[src/rtl/spi_controller_if.sv]
// Bundle of the byte handshake and SPI pins between the spi_controller and its client.
// The master side is the client/target environment; the slave side is the controller.
interface spi_controller_if #(
  parameter int unsigned DATA_WIDTH = 8
) ();
  logic                  start;
  logic [DATA_WIDTH-1:0] tx_data;
  logic                  last;
  logic                  ready;
  logic [DATA_WIDTH-1:0] rx_data;
  logic                  valid;
  logic                  busy;
  logic                  cs_n;
  logic                  sck;
  logic                  sdo;
  logic                  sdi;
  logic                  stall;

  modport master (
    output start, tx_data, last, sdi, stall,
    input  ready, rx_data, valid, busy, cs_n, sck, sdo
  );

  modport slave (
    input  start, tx_data, last, sdi, stall,
    output ready, rx_data, valid, busy, cs_n, sck, sdo
  );
endinterface

[src/rtl/spi_controller.sv]
// SPI mode-0 initiator: shifts one byte per ready/start handshake, MSB first,
// checking the target's synchronized stall line before every byte.
module spi_controller #(
  parameter int unsigned SCK_DIV    = 2,
  parameter int unsigned DATA_WIDTH = 8
) (
  input logic             clk,
  input logic             rst,
  spi_controller_if.slave bus
);
  localparam int unsigned DIV_W = (SCK_DIV > 1) ? $clog2(SCK_DIV) : 1;
  localparam int unsigned BIT_W = (DATA_WIDTH > 1) ? $clog2(DATA_WIDTH) : 1;
  localparam logic [DIV_W-1:0] DIV_LAST = DIV_W'(SCK_DIV - 1);
  localparam logic [BIT_W-1:0] BIT_LAST = BIT_W'(DATA_WIDTH - 1);

  typedef enum logic [2:0] {
    IDLE,
    SETUP,
    WAIT_STALL,
    SHIFT_LO,
    SHIFT_HI,
    HOLD,
    CS_HIGH
  } state_t;

  state_t                state;
  logic [DIV_W-1:0]      div_cnt;
  logic [BIT_W-1:0]      bit_cnt;
  logic [DATA_WIDTH-1:0] shift;
  logic                  last_q;
  logic                  stall_meta;
  logic                  stall_sync;

  always_ff @(posedge clk or posedge rst) begin
    if (rst) begin
      state       <= IDLE;
      div_cnt     <= '0;
      bit_cnt     <= '0;
      shift       <= '0;
      last_q      <= 1'b0;
      stall_meta  <= 1'b1;
      stall_sync  <= 1'b1;
      bus.cs_n    <= 1'b1;
      bus.sck     <= 1'b0;
      bus.sdo     <= 1'b0;
      bus.ready   <= 1'b1;
      bus.valid   <= 1'b0;
      bus.rx_data <= '0;
      bus.busy    <= 1'b0;
    end else begin
      // Synchronizer resets to "stalled" so nothing shifts before the target is seen idle.
      stall_meta <= bus.stall;
      stall_sync <= stall_meta;
      bus.valid  <= 1'b0;

      case (state)
        IDLE: begin
          if (bus.start) begin
            shift     <= bus.tx_data;
            last_q    <= bus.last;
            bus.cs_n  <= 1'b0;
            bus.ready <= 1'b0;
            bus.busy  <= 1'b1;
            div_cnt   <= DIV_LAST;
            state     <= SETUP;
          end
        end
        SETUP: begin
          if (div_cnt == '0) state <= WAIT_STALL;
          else               div_cnt <= div_cnt - DIV_W'(1);
        end
        WAIT_STALL: begin
          if (!stall_sync) begin
            bit_cnt <= BIT_LAST;
            bus.sdo <= shift[DATA_WIDTH-1];
            div_cnt <= DIV_LAST;
            state   <= SHIFT_LO;
          end
        end
        SHIFT_LO: begin
          if (div_cnt == '0) begin
            bus.sck <= 1'b1;
            shift   <= {shift[DATA_WIDTH-2:0], bus.sdi};
            div_cnt <= DIV_LAST;
            state   <= SHIFT_HI;
          end else begin
            div_cnt <= div_cnt - DIV_W'(1);
          end
        end
        SHIFT_HI: begin
          if (div_cnt == '0) begin
            bus.sck <= 1'b0;
            div_cnt <= DIV_LAST;
            if (bit_cnt != '0) begin
              bit_cnt <= bit_cnt - BIT_W'(1);
              bus.sdo <= shift[DATA_WIDTH-1];
              state   <= SHIFT_LO;
            end else begin
              bus.rx_data <= shift;
              bus.valid   <= 1'b1;
              if (last_q) begin
                bus.cs_n <= 1'b1;
                state    <= CS_HIGH;
              end else begin
                bus.ready <= 1'b1;
                state     <= HOLD;
              end
            end
          end else begin
            div_cnt <= div_cnt - DIV_W'(1);
          end
        end
        HOLD: begin
          if (bus.start) begin
            shift     <= bus.tx_data;
            last_q    <= bus.last;
            bus.ready <= 1'b0;
            state     <= WAIT_STALL;
          end
        end
        CS_HIGH: begin
          if (div_cnt == '0) begin
            bus.ready <= 1'b1;
            bus.busy  <= 1'b0;
            state     <= IDLE;
          end else begin
            div_cnt <= div_cnt - DIV_W'(1);
          end
        end
        default: state <= IDLE;
      endcase
    end
  end
endmodule

[src/flat_wrapper.sv]
// flat-port wrapper written by rule: the top's interface ports become plain ports
module spi_controller_flat 
#(
  parameter int unsigned SCK_DIV    = 2,
  parameter int unsigned DATA_WIDTH = 8
)
  (clk, rst, bus_start, bus_tx_data, bus_last, bus_sdi, bus_stall, bus_ready, bus_rx_data, bus_valid, bus_busy, bus_cs_n, bus_sck, bus_sdo);
  spi_controller_if #(.DATA_WIDTH(DATA_WIDTH)) bus_i ();
  input logic clk;
  input logic rst;
  input wire logic [$bits(bus_i.start)-1:0] bus_start;
  input wire logic [$bits(bus_i.tx_data)-1:0] bus_tx_data;
  input wire logic [$bits(bus_i.last)-1:0] bus_last;
  input wire logic [$bits(bus_i.sdi)-1:0] bus_sdi;
  input wire logic [$bits(bus_i.stall)-1:0] bus_stall;
  output wire logic [$bits(bus_i.ready)-1:0] bus_ready;
  output wire logic [$bits(bus_i.rx_data)-1:0] bus_rx_data;
  output wire logic [$bits(bus_i.valid)-1:0] bus_valid;
  output wire logic [$bits(bus_i.busy)-1:0] bus_busy;
  output wire logic [$bits(bus_i.cs_n)-1:0] bus_cs_n;
  output wire logic [$bits(bus_i.sck)-1:0] bus_sck;
  output wire logic [$bits(bus_i.sdo)-1:0] bus_sdo;
  assign bus_i.start = bus_start;
  assign bus_i.tx_data = bus_tx_data;
  assign bus_i.last = bus_last;
  assign bus_i.sdi = bus_sdi;
  assign bus_i.stall = bus_stall;
  assign bus_ready = bus_i.ready;
  assign bus_rx_data = bus_i.rx_data;
  assign bus_valid = bus_i.valid;
  assign bus_busy = bus_i.busy;
  assign bus_cs_n = bus_i.cs_n;
  assign bus_sck = bus_i.sck;
  assign bus_sdo = bus_i.sdo;
  spi_controller #(.SCK_DIV(SCK_DIV), .DATA_WIDTH(DATA_WIDTH)) u_core (.clk(clk), .rst(rst), .bus(bus_i));
endmodule
[config.mk]
export PLATFORM = sky130hd
export DESIGN_NAME = spi_controller_flat
export DESIGN_NICKNAME = d
export VERILOG_FILES = /design/src/rtl/spi_controller_if.sv /design/src/rtl/spi_controller.sv /design/src/flat_wrapper.sv
export SDC_FILE = /design/constraint.sdc
export NUM_CORES = 1
export LEC_CHECK = 0
export BUFFER_PORTS_ARGS = -buffer_cell sky130_fd_sc_hd__buf_2
export CAP_MARGIN = 10
export CORE_MARGIN = 2
export CORE_UTILIZATION = 40
export CTS_BUF_LIST = sky130_fd_sc_hd__clkbuf_2
export DETAILED_ROUTE_END_ITERATION = 10
export PLACE_DENSITY = 0.63
export SLEW_MARGIN = 0
export SYNTH_ARGS = -nofsm -noshare
export SYNTH_HDL_FRONTEND = slang
export SYNTH_SLANG_ARGS = --single-unit
[constraint.sdc]
create_clock -name clk -period 2.1 [get_ports clk]
set_clock_uncertainty 0.15 [all_clocks]
set_input_delay 0.315 -clock clk [delete_from_list [all_inputs] [get_ports clk]]
set_output_delay 0.315 -clock clk [all_outputs]
set_load 0.03 [all_outputs]
**Word level (Yosys, flattened, before mapping)**

Cells that the tools add are included.

- Word-level logic and storage cells: 100
- Register bits after elaboration: 32
- Output and inout bits: 14

- Equal/unequal tests: 18
- Multiplexer cells: 42
- Add/subtract/negate cells: 2
- Bitwise gates (word level): 2
- Reductions and logical operators: 22

Operator list:

| kind | number |
|---|---|
| 2-to-1 mux 3 bit | 11 |
| case mux 3 bit (7 select lines) | 1 |
| 2-to-1 mux 1 bit | 19 |
| inequality test 2 bit (second input constant) | 9 |
| 2-to-1 mux 8 bit | 2 |
| case mux 8 bit (2 select lines) | 1 |
| AND reduction 3 bit | 5 |
| nonzero test 2 bit | 5 |
| equality test 3 bit (second input constant) | 3 |
| case mux 1 bit (2 select lines) | 4 |
| AND reduction 7 bit | 1 |
| equality test 3 x 2 -> 1 bit (second input constant) | 2 |
| inequality test 2 x 1 -> 1 bit (second input constant) | 3 |
| case mux 3 bit (2 select lines) | 1 |
| AND reduction 6 bit | 1 |
| nonzero test 3 bit | 2 |
| OR reduction 2 bit | 3 |
| AND reduction 5 bit | 1 |
| case mux 1 bit (4 select lines) | 1 |
| AND reduction 4 bit | 1 |
| nonzero test 4 bit | 1 |
| equality test 3 x 1 -> 1 bit (second input constant) | 1 |
| zero test 3 bit | 1 |
| case mux 1 bit (3 select lines) | 1 |
| other kinds (5) | 6 |

**Longest topological paths before layout**

Gate-level depths: netlist of run 1.

- Word-level depth: 4
- Mapped depth: 6
- Mapped depth without buffers: 6

**Worst setup path after synthesis of run 1**

Ideal clock, no wire load.

- Path type: register -> register
- Start: register u_core.bit_cnt[0]
- End: register u_core.bus.rx_data[3]
- Path buffers: 0
- Setup slack: 437 ps
- Arrival time: 1386 ps
- Data required time: 1823 ps
- Stages on the path, launching flop included: 7
- Path through: dfrtp_1 > inv_1 > ha_1 > nor2b_1 > nand3_2 > clkinv_2 > mux2_1

- Longest elaborated chain between the ends: 3

Ends and longest elaborated chain:

| item | RTL line | RTL |
|---|---|---|
| start: declaration | spi_controller.sv:28 | `logic [BIT_W-1:0] bit_cnt;` |
| start signal: assignment | spi_controller.sv:95 | `bit_cnt <= bit_cnt - BIT_W'(1);` |
| nonzero test 3 bit | spi_controller.sv:94 | `if (bit_cnt != '0) begin` |
| inverter 1 bit (no line) | -- |  |
| AND reduction 3 bit (no line) | -- |  |
| end signal: assignment | spi_controller.sv:99 | `bus.rx_data <= shift;` |
| end: declaration | spi_controller_if.sv:26 | `output ready, rx_data, valid, busy, cs_n, sck, sdo` |

Every way passes these cells.
A chain may end at the register's enable or synchronous reset.

**Worst setup path in the final report of run 1**

- Start: register u_core.bit_cnt[0]
- End: register u_core.bus.rx_data[5]

Same word-level chain as after synthesis.

==> results by group, run 1 <==
Floorplanning
  • FP Rows: 23
  • Starting Density: 0.411
  • Die Y: 67.9 um
  • Ports: 28
  • DIE WIDTH: 67.9 um
  • Core area: 3970 um^2
  • Die ar.: 4610 um^2

Logic synthesis
  • Post-Syn Instances: 150
  • Most used flip-flop cell after synthesis: dfrtp_1
  • Synthesis Warnings: 0
  • Syn_area_per_cell: 10.9 um^2
  • Synth Net Count: 166
  • Seq/Total Area, Yosys: 0.493
  • Post-synth EDFFs: 0
  • Post-synth top cells: 28 x dfrtp_1, 14 x o21ai_0, 10 x mux2_1, 9 x nand3_1
  • Number of synthesized register bits: 32
  • Leading area contributor after synthesis: dfrtp_1
  • Top-count cell post-synth: dfrtp_1
  • Yosys top cell area share: 0.429
  • Synth area leaders: dfrtp_1 43%, mux2_1 6.9%, dfstp_2 6.4%
  • Post-Syn Area: 1630 um^2
  • Post-synthesis cell type count: 41
  • Async set-reset flop share out of synthesis: 1.00

STA
  • Setup-failing EPs final: 0
  • Crit share post-route: 0.909
  • Slew HR: 0.661
  • Final hold slack: 60.1 ps
  • Pins Over Slew Limit: 0
  • Hold Violations, Final: 0
  • Slew @ Worst Pin: 507 ps
  • Post-route minimum period: 1910 ps
  • Setup TNS: 0 ps
  • RSZ-0062 raised after global routing: false
  • FMAX: 524 MHz

Detailed routing
  • # DRC: 0
  • Drt total wl: 3.59 mm
  • Remaining antenna violation count: 0
  • First DRT Iteration DRCs: 65
  • Via density: 5.59
  • Vias: 1319
  • DR WL/cell: 15.2 um
  • Drt pass-1 iters: 4

Min path
  • WHS Endpoint: u_core.shift[3]
  • Hold WC Path Type: input pin to flop
  • Min-Delay Startpoint: bus_tx_data[3]
  • WHS Path Cells: 3

Run status
  • Status: finished, final reports clean

Placement
  • GP Congestion: 0.736
  • Placed instance count: 225
  • Port Buffers: 27
  • DP Wirelength: 2.61 mm

Global routing
  • Vias in the first global route: 1314
  • Grt ovf: 0
  • Global Route Usage Sum: 0.180
  • Initial antenna violation count: 0
  • Largest net degree at the start of global routing: 33
  • First-pass GRT wire length: 6.15 mm

Critical path
  • CP Capture Type: flop
  • R2R setup slack: 190 ps
  • Worst path slowest cell: dfrtp_1
  • Critical path arrival: 2030 ps
  • CP required: 2220 ps
  • CP cell instances: inv_1 > ha_1 > nor2b_1 > nand3_2 > clkinv_2 > mux2_1
  • CP max FO: 7
  • Setup CP Type: flop to flop
  • Worst R2R Path Depth: 6
  • R2r endpoint: u_core.bus.rx_data[5]
  • Launching point of the worst reg2reg path: u_core.bit_cnt[0]
  • Startpoint types: flop
  • CP max stage delay: 410 ps

CTS
  • Root buf cell: clkbuf_2
  • Worst skew pair latency: 370 ps
  • CTS sink count: 32
  • CTS tree: yes
  • Clock Tree Buf Depth: 2
  • CTS resizes: 0
  • CTS clk-pin slew, worst paths: 160 ps
  • Max H-tree Level: 2
  • CTS Buf Count: 5

Finish
  • Area growth, synth to finish: 16.3%
  • Fin nets: 201
  • Fill cells: 389
  • Fraction of layout cells with a size suffix above 1: 0.301
  • Diodes inserted: 0
  • Multi-input logic area: 729 um^2
  • FF+latch area: 806 um^2
  • Final Non-Filler Cells: 236

Pwr
  • Pleak: 0.881 nW
  • VDD IR max: 0.566 mV
  • PwrDens: 1260 nW/um^2

Run
  • Maxcap violations: 0
critical path, delay by kind of cell (launching register included):
| family | cells | cell delay [ps] |
|---|---|---|
| buffers and inverters | 2 | 270 |
| DFF | 1 | 410 |
| and+or+nand+nor | 2 | 450 |
| muxes | 1 | 340 |
| adders and majority gates | 1 | 180 |
cell families (layout without fill, tap and decap cells):
family | count (synthesis) | count (layout) | synth area share
AND/OR/NAND/NOR | 34 | 34 | 0.133
buffers and inverters | 19 | 55 | 0.0605
XOR/XNOR | 2 | 2 | 0.0153
multiplexers | 11 | 11 | 0.0758
flip-flops | 32 | 32 | 0.493
adder cells (fa/ha/maj) | 2 | 2 | 0.0153
AO/OA/AOI/OAI | 50 | 50 | 0.207
per-stage QoR:
stage | total power [mW] | util | setup WS, ps | instance area (um^2)
after detailed placement | 2.12 | 0.461 | 216 | 1830
final | 2.39 | 0.479 | 191 | 1900
after CTS | 2.41 | 0.479 | 185 | 1900
after global placement | 2.08 | 0.461 | 313 | 1830
after floorplan | 1.84 | - | 437 | 1630
after global routing | 2.60 | 0.479 | 71.8 | 1900
repair_timing:
action | 4_1_cts | 5_1_grt
setup endpoints to repair | 0 | 0
setup buffers | 0 | 0
hold buffers | 3 | 0
endpoints found under the hold margin | 30 | 0
sequential cells by signal, indices dropped and copies added, names as in the netlist, 3 cells and up:
name                count
u_core.bus.rx_data      8
u_core.shift            8
u_core.bit_cnt          3
u_core.state            3
placed cells by master (no fill, tap or decap), types with 3 or more instances in the layout:
cell           instances
a211oi_1               8
a21oi_1                6
a31oi_1                8
buf_2                 27
buf_4                  9
clkbuf_2               5
clkinv_2               3
dfrtp_1               28
dfstp_2                4
dlygate4sd3_1          3
inv_1                  7
mux2_1                10
nand2_1                4
nand2b_1               3
nand3_1                9
nor2b_1                5
nor3b_1                4
o21ai_0               14
layer usage:
layer  part of all wire  GRT usage
met5                  0          0
met4              0.015     0.0675
met3              0.045     0.0493
met2               0.50      0.298
met1               0.44      0.225
cell type report:
type	count	share of cell area
Inverter	8	0.0165
Tap cell	50	0.0329
Clock inverter	3	0.00724
Clock buffer	5	0.0132
Timing Repair Buffer	39	0.122
Sequential cell	32	0.424
Multi-Input combinational cell	99	0.384
power by group:
group	switching (mW)	total, mW	internal (mW)
Sequential	0.196	0.997	0.802
Clock	0.205	0.279	0.0745
Combinational	0.660	1.11	0.452
worst max path at each step:
| stage | slack (ps) | cells past startpoint | startpoint | endpoint |
|---|---|---|---|---|
| after global placement | 310 | 6 | u_core.bit_cnt[0] | u_core.bus.rx_data[6] |
| after floorplan | 440 | 6 | u_core.bit_cnt[0] | u_core.bus.rx_data[3] |
| after detailed placement | 220 | 6 | u_core.bit_cnt[0] | u_core.bus.rx_data[5] |
| after CTS | 190 | 6 | u_core.bit_cnt[0] | u_core.bus.rx_data[5] |
| after global routing | 70 | 6 | u_core.bit_cnt[0] | u_core.bus.rx_data[3] |
| final | 190 | 6 | u_core.bit_cnt[0] | u_core.bus.rx_data[5] |
(Power assumes the default switching activity.)
==> run 2: changes to the inputs <==
--- a/config.mk
+++ b/config.mk
@@ -7,11 +7,13 @@
 export LEC_CHECK = 0
 export BUFFER_PORTS_ARGS = -buffer_cell sky130_fd_sc_hd__buf_2
 export CAP_MARGIN = 10
+export CELL_PAD_IN_SITES_DETAIL_PLACEMENT = 1
+export CELL_PAD_IN_SITES_GLOBAL_PLACEMENT = 1
 export CORE_MARGIN = 2
 export CORE_UTILIZATION = 40
 export CTS_BUF_LIST = sky130_fd_sc_hd__clkbuf_2
 export DETAILED_ROUTE_END_ITERATION = 10
-export PLACE_DENSITY = 0.63
+export PLACE_DENSITY = 0.76
 export SLEW_MARGIN = 0
 export SYNTH_ARGS = -nofsm -noshare
 export SYNTH_HDL_FRONTEND = slang
==> results by group, run 2 (synthesis gave the netlist of run 1 again) <==
Run status
  • Status: finished, final reports clean

Finish
  • Final core area utilization: 0.480 (+0.00157)
  • Diodes inserted: 0 (unchanged)
  • Fill cells: 454 (+17%)
  • FF+latch area: 806 um^2 (unchanged)
  • Top Registers: u_core.bus.rx_data (8), u_core.shift (8)
  • Fin nets: 202 (+0.50%)
  • Area growth, synth to finish: 16.7%
  • Fraction of layout cells with a size suffix above 1: 0.306 (+0.00538)
  • Commonest non-fill, non-tap cell in the layout: dfrtp_1
  • Commonest non-fill, non-tap cells in the layout: 28 x dfrtp_1, 27 x buf_2, 14 x o21ai_0
  • Multi-input logic area: 729 um^2 (unchanged)

STA
  • Setup-failing EPs final: 0 (unchanged)
  • RSZ-0062 raised after global routing: false
  • Pins Over Slew Limit: 0 (unchanged)
  • Final hold slack: 51.6 ps (-8.51 ps)
  • Hold Violations, Final: 0 (unchanged)
  • FMAX: 519 MHz (-0.99%)
  • Setup WS post-layout: 171 ps (-19.1 ps)
  • Slew @ Worst Pin: 555 ps (+47.6 ps)
  • Setup TNS: 0 ps (unchanged)
  • Crit share post-route: 0.918 (+0.00910)
  • Post-route minimum period: 1930 ps (+19.1 ps)
  • Slew HR: 0.629 (-0.0318)

Pwr
  • Clock network power share: 0.116 (about the same)
  • Flop pwr share: 0.407 (-0.011)
  • Internal Pwr Total: 1.35 mW (+1.7%)
  • VDD IR max: 0.506 mV (-11%)
  • NetSw: 1.13 mW (+6.9%)
  • PnR Total Power: 2.49 mW (+4.0%)
  • Pleak: 0.880 nW (-0.12%)
  • PwrDens: 1300 nW/um^2 (+3.7%)
  • Comb pwr share: 0.476 (+0.010)
  • Switching Fraction: 0.457 (+0.0124)

Placement
  • GP Congestion: 0.789 (+7.2%)
  • DP Wirelength: 2.96 mm (+14%)
  • Port Buffers: 27 (unchanged)
  • Pre-CTS setup slack: 171 ps (-44.7 ps)

Min path
  • Hold WC Path Type: input pin to flop
  • Min-Delay Startpoint: bus_sdi

Critical path
  • Setup CP Type: flop to flop
  • CP Buf/Inv Count: 2 (unchanged)
  • Critical path arrival: 2050 ps (+20 ps)
  • CP cell instances: inv_1 > ha_1 > nor2b_1 > nand3_2 > clkinv_2 > mux2_1
  • CP Capture Type: flop
  • Family with the most delay on the worst path: simple AND/OR/NAND/NOR gates
  • Worst path slowest cell: dfrtp_1
  • CP max stage delay: 420 ps (about the same)
  • CP max FO: 7 (unchanged)
  • CP required: 2220 ps (about the same)
  • Worst setup path startpoint: u_core.bit_cnt[0]
  • Startpoint types: flop
  • Launching point of the worst reg2reg path: u_core.bit_cnt[0]

Floorplanning
  • Die ar.: 4610 um^2 (unchanged)
  • FP Rows: 23 (unchanged)
  • DIE WIDTH: 67.9 um (unchanged)
  • Core area: 3970 um^2 (unchanged)
  • Die Y: 67.9 um (unchanged)
  • Starting Density: 0.411 (unchanged)
  • Ports: 28 (unchanged)

CTS
  • Max H-tree Level: 2 (unchanged)
  • Clock Tree Buf Depth: 2 (unchanged)
  • Worst skew pair latency: 370 ps (about the same)
  • CTS sink count: 32 (unchanged)
  • CTS tree: yes
  • CTS clk-pin slew, worst paths: 170 ps (about the same)
  • CTS Buf Count: 5 (unchanged)
  • Root buf cell: clkbuf_2

Detailed routing
  • Drt pass-1 iters: 4 (unchanged)
  • Vias: 1295 (-1.8%)
  • First DRT Iteration DRCs: 44 (-32%)
  • Via density: 5.49 (-1.8%)
  • Drt total wl: 4.09 mm (+14%)
  • DR WL/cell: 17.3 um (+14%)
  • Remaining antenna violation count: 0 (unchanged)
  • # DRC: 0 (unchanged)

Run
  • Maxcap violations: 0 (unchanged)

Global routing
  • Global Route Usage Sum: 0.200 (+0.0199)
  • Largest net degree at the start of global routing: 33 (unchanged)
  • Grt ovf: 0 (unchanged)
  • First-pass GRT wire length: 6.73 mm (+9.5%)
  • Initial antenna violation count: 0 (unchanged)
  • Vias in the first global route: 1361 (+3.6%)
## run 2: layer usage
layer,global-route usage,part of all wire,routed length (um),vias to the layer above
met5,0,0,0,-
met4,0.0675,0.013,53,0
met3,0.0510,0.035,143,6
met2,0.319,0.49,2000,29
met1,0.266,0.46,1890,641
li1,-,-,-,619
## run 2: area by class of cell
cell class,count,share of cell area
tap,50,0.0328
clock inverter,2,0.00656
sequential,32,0.423
multi-input combinational,99,0.383
clock buffer,5,0.0131
timing repair buffer,40,0.126
inverter,8,0.0164
## run 2: metrics by stage
step | std cells | area (um^2)
final | 236 | 1910
after global routing | 236 | 1910
after detailed placement | 226 | 1840
after floorplan | 150 | 1630
after global placement | 226 | 1840
after CTS | 235 | 1900
## run 2: final timing paths
| path | to | slack, ps | cells after the start |
|---|---|---|---|
| max reg2reg | u_core.bus.rx_data[7] | 170 | 6 |
| max | u_core.bus.rx_data[7] | 170 | 6 |
| min reg2reg | u_core.stall_sync | 220 | 0 |
| min | u_core.shift[0] | 50 | 3 |
| min in group asynchronous | u_core.bus.rx_data[4] | 390 | 4 |
| max in group asynchronous | u_core.bus.cs_n | 1080 | 4 |
## run 2: power groups by stage
stage               Clock (mW)  Sequential [mW]  Combinational, mW
global placement             0             1.00               1.12
finish                   0.289             1.01               1.18
floorplan                    0             1.00              0.839
global route             0.329             1.04               1.30
CTS                      0.302             1.01               1.18
detailed placement           0             1.03               1.17
## run 2: timing repair
item                                    CTS  global route
resized for setup                         0             0
setup buffers                             0             0
hold buffers                              2             1
hold endpoints to repair                 29             1
endpoints found under the setup margin    0             0
## run 2: worst reg2reg max path, cell delays in order, from the launching register on
cell	delay, ps
dfrtp_1	420
inv_1	110
ha_1	190
nor2b_1	270
nand3_2	200
clkinv_2	170
mux2_1	340
==> run 3: changes to the inputs <==
--- a/config.mk
+++ b/config.mk
@@ -9,6 +9,7 @@
 export CAP_MARGIN = 10
 export CELL_PAD_IN_SITES_DETAIL_PLACEMENT = 1
 export CELL_PAD_IN_SITES_GLOBAL_PLACEMENT = 1
+export CORE_ASPECT_RATIO = 2
 export CORE_MARGIN = 2
 export CORE_UTILIZATION = 40
 export CTS_BUF_LIST = sky130_fd_sc_hd__clkbuf_2
==> results by group, run 3 (synthesis gave the netlist of run 1 again) <==
Critical path
  • R2r endpoint: u_core.bus.rx_data[4]
  • Family with the most delay on the worst path: flip-flops
  • CP Capture Type: flop
  • CP cell instances: nor3_4 > nand3_2 > clkinv_2 > mux2_1
  • CP required: 2230 ps (about the same)
  • Setup CP Type: flop to flop
  • CP max stage delay: 610 ps (+190 ps)
  • End of the critical path: u_core.bus.rx_data[4]
  • CP Buf/Inv Count: 1 (-1)
  • Startpoint types: flop
  • CP max FO: 15 (+8)
  • Critical path arrival: 2040 ps (about the same)
  • Critical Path Stages: 4 (-2)
  • Worst path slowest cell: dfrtp_1
  • Worst setup path startpoint: u_core.state[1]
  • Worst R2R Path Depth: 4 (-2)
  • Launching point of the worst reg2reg path: u_core.state[1]
  • R2R setup slack: 180 ps (about the same)

Finish
  • Fraction of layout cells with a size suffix above 1: 0.319 (+0.0127)
  • Area growth, synth to finish: 17.5%
  • Commonest non-fill, non-tap cells in the layout: 28 x dfrtp_1, 27 x buf_2, 14 x o21ai_0
  • Fin nets: 203 (+0.50%)
  • Commonest non-fill, non-tap cell in the layout: dfrtp_1
  • Top Registers: u_core.bus.rx_data (8), u_core.shift (8)
  • Diodes inserted: 0 (unchanged)

CTS
  • CTS clk-pin slew, worst paths: 170 ps (about the same)
  • Postcts setup bufs: 0 (unchanged)
  • CTS sink count: 32 (unchanged)
  • CTS Buf Count: 5 (unchanged)
  • Max H-tree Level: 2 (unchanged)
  • Root buf cell: clkbuf_2
  • CTS tree: yes
  • Clock Tree Buf Depth: 2 (unchanged)
  • Worst skew pair latency: 370 ps (about the same)

Floorplanning
  • Ports: 28 (unchanged)
  • Starting Density: 0.421 (+0.00928)
  • Die ar.: 4640 um^2 (+0.67%)
  • Core area: 3880 um^2 (-2.2%)
  • Die Y: 94.4 um (+39%)
  • DIE WIDTH: 49.2 um (-28%)
  • FP Rows: 32 (+39%)

Run
  • Maxcap violations: 0 (unchanged)

Placement
  • Port Buffers: 27 (unchanged)
  • GP Congestion: 0.742 (-6.0%)
  • DP Wirelength: 3.21 mm (+8.3%)
  • Pre-CTS setup slack: 146 ps (-25.4 ps)

Global routing
  • Grt ovf: 0 (unchanged)
  • Global Route Usage Sum: 0.208 (+0.00768)
  • Initial antenna violation count: 0 (unchanged)
  • First-pass GRT wire length: 7.22 mm (+7.3%)
  • Largest net degree at the start of global routing: 33 (unchanged)
  • Vias in the first global route: 1474 (+8.3%)

Min path
  • Hold WC Path Type: input pin to flop
  • Min-Delay Startpoint: bus_tx_data[7]

STA
  • Setup WS post-layout: 180 ps (+8.88 ps)
  • Slew @ Worst Pin: 556 ps (+1.42 ps)
  • Crit share post-route: 0.914 (-0.00423)
  • FMAX: 521 MHz (+0.46%)
  • Setup-failing EPs final: 0 (unchanged)
  • Slew HR: 0.629 (about the same)
  • Pins Over Slew Limit: 0 (unchanged)
  • RSZ-0062 raised after global routing: false
  • Post-route minimum period: 1920 ps (-8.88 ps)
  • Hold Violations, Final: 0 (unchanged)
  • Setup TNS: 0 ps (unchanged)
  • Final hold slack: 54.5 ps (+2.89 ps)

Detailed routing
  • First DRT Iteration DRCs: 18 (-59%)
  • Drt total wl: 4.25 mm (+3.9%)
  • Drt pass-1 iters: 3 (-1)
  • Vias: 1331 (+2.8%)
  • DR WL/cell: 17.8 um (+2.6%)
  • # DRC: 0 (unchanged)
  • Remaining antenna violation count: 0 (unchanged)
  • Via density: 5.57 (+1.5%)

Pwr
  • Pleak: 0.894 nW (+1.5%)
  • VDD IR max: 0.762 mV (+51%)
  • PwrDens: 1310 nW/um^2 (+0.47%)

Run status
  • Status: finished, final reports clean
run 3: cell count changes in the layout (fill, tap and decap cells not counted), sizes merged:
cell / previous run / this run
clkbuf: 5 / 7
clkinvlp: 1 / 0
buf: 37 / 38
run 3: how the worst min path moves through the flow:
stage	to	slack (ps)	depth (start not counted)
global placement	u_core.stall_sync	200	0
detailed placement	u_core.stall_sync	210	0
CTS	u_core.last_q	1	2
global route	u_core.shift[7]	50	3
finish	u_core.shift[7]	50	3
floorplan	u_core.stall_meta	170	0
run 3: layer usage:
layer	part of all wire	global-route usage	vias up	routed length (um)
met1	0.35	0.204	679	1500
met2	0.60	0.407	20	2550
met3	0.016	0.0301	9	69
li1	-	-	623	-
met5	0	0	-	0
met4	0.029	0.105	0	124
run 3: tightest hold or removal path: cells and delay by family:
family,cells,cell delay [ps]
AND/OR/NAND/NOR,1,70
buffers and inverters,1,100
AO/OA/AOI/OAI,1,70
run 3: what timing repair did:
action	in CTS	in global routing
hold buffers	2	1
hold endpoints to repair	29	1
gates resized for setup	0	1
setup endpoints to repair	0	1
run 3: metrics by stage:
stage / instances / utilization / power [mW] / instance area, um^2
finish: 239 / 0.495 / 2.52 / 1920
global placement: 228 / 0.476 / 2.15 / 1850
detailed placement: 228 / 0.476 / 2.21 / 1850
CTS: 238 / 0.491 / 2.53 / 1910
global route: 239 / 0.495 / 2.70 / 1920
floorplan: 150 / - / 1.84 / 1630
run 3: cell type report:
class / instances / area (um^2)
multi-input cells: 99 / 732
repair buffers: 41 / 248
well taps: 51 / 63.8
inverters: 8 / 31.3
flip-flops and latches: 32 / 806
fillers: 476 / 1960
clock buffers: 7 / 35.0
clock inverters: 1 / 5.00
run 3: where the power goes:
group | total (mW) | internal (mW) | switching [mW]
clock network | 0.303 | 0.0909 | 0.212
logic | 1.17 | 0.485 | 0.686
registers | 1.04 | 0.801 | 0.240
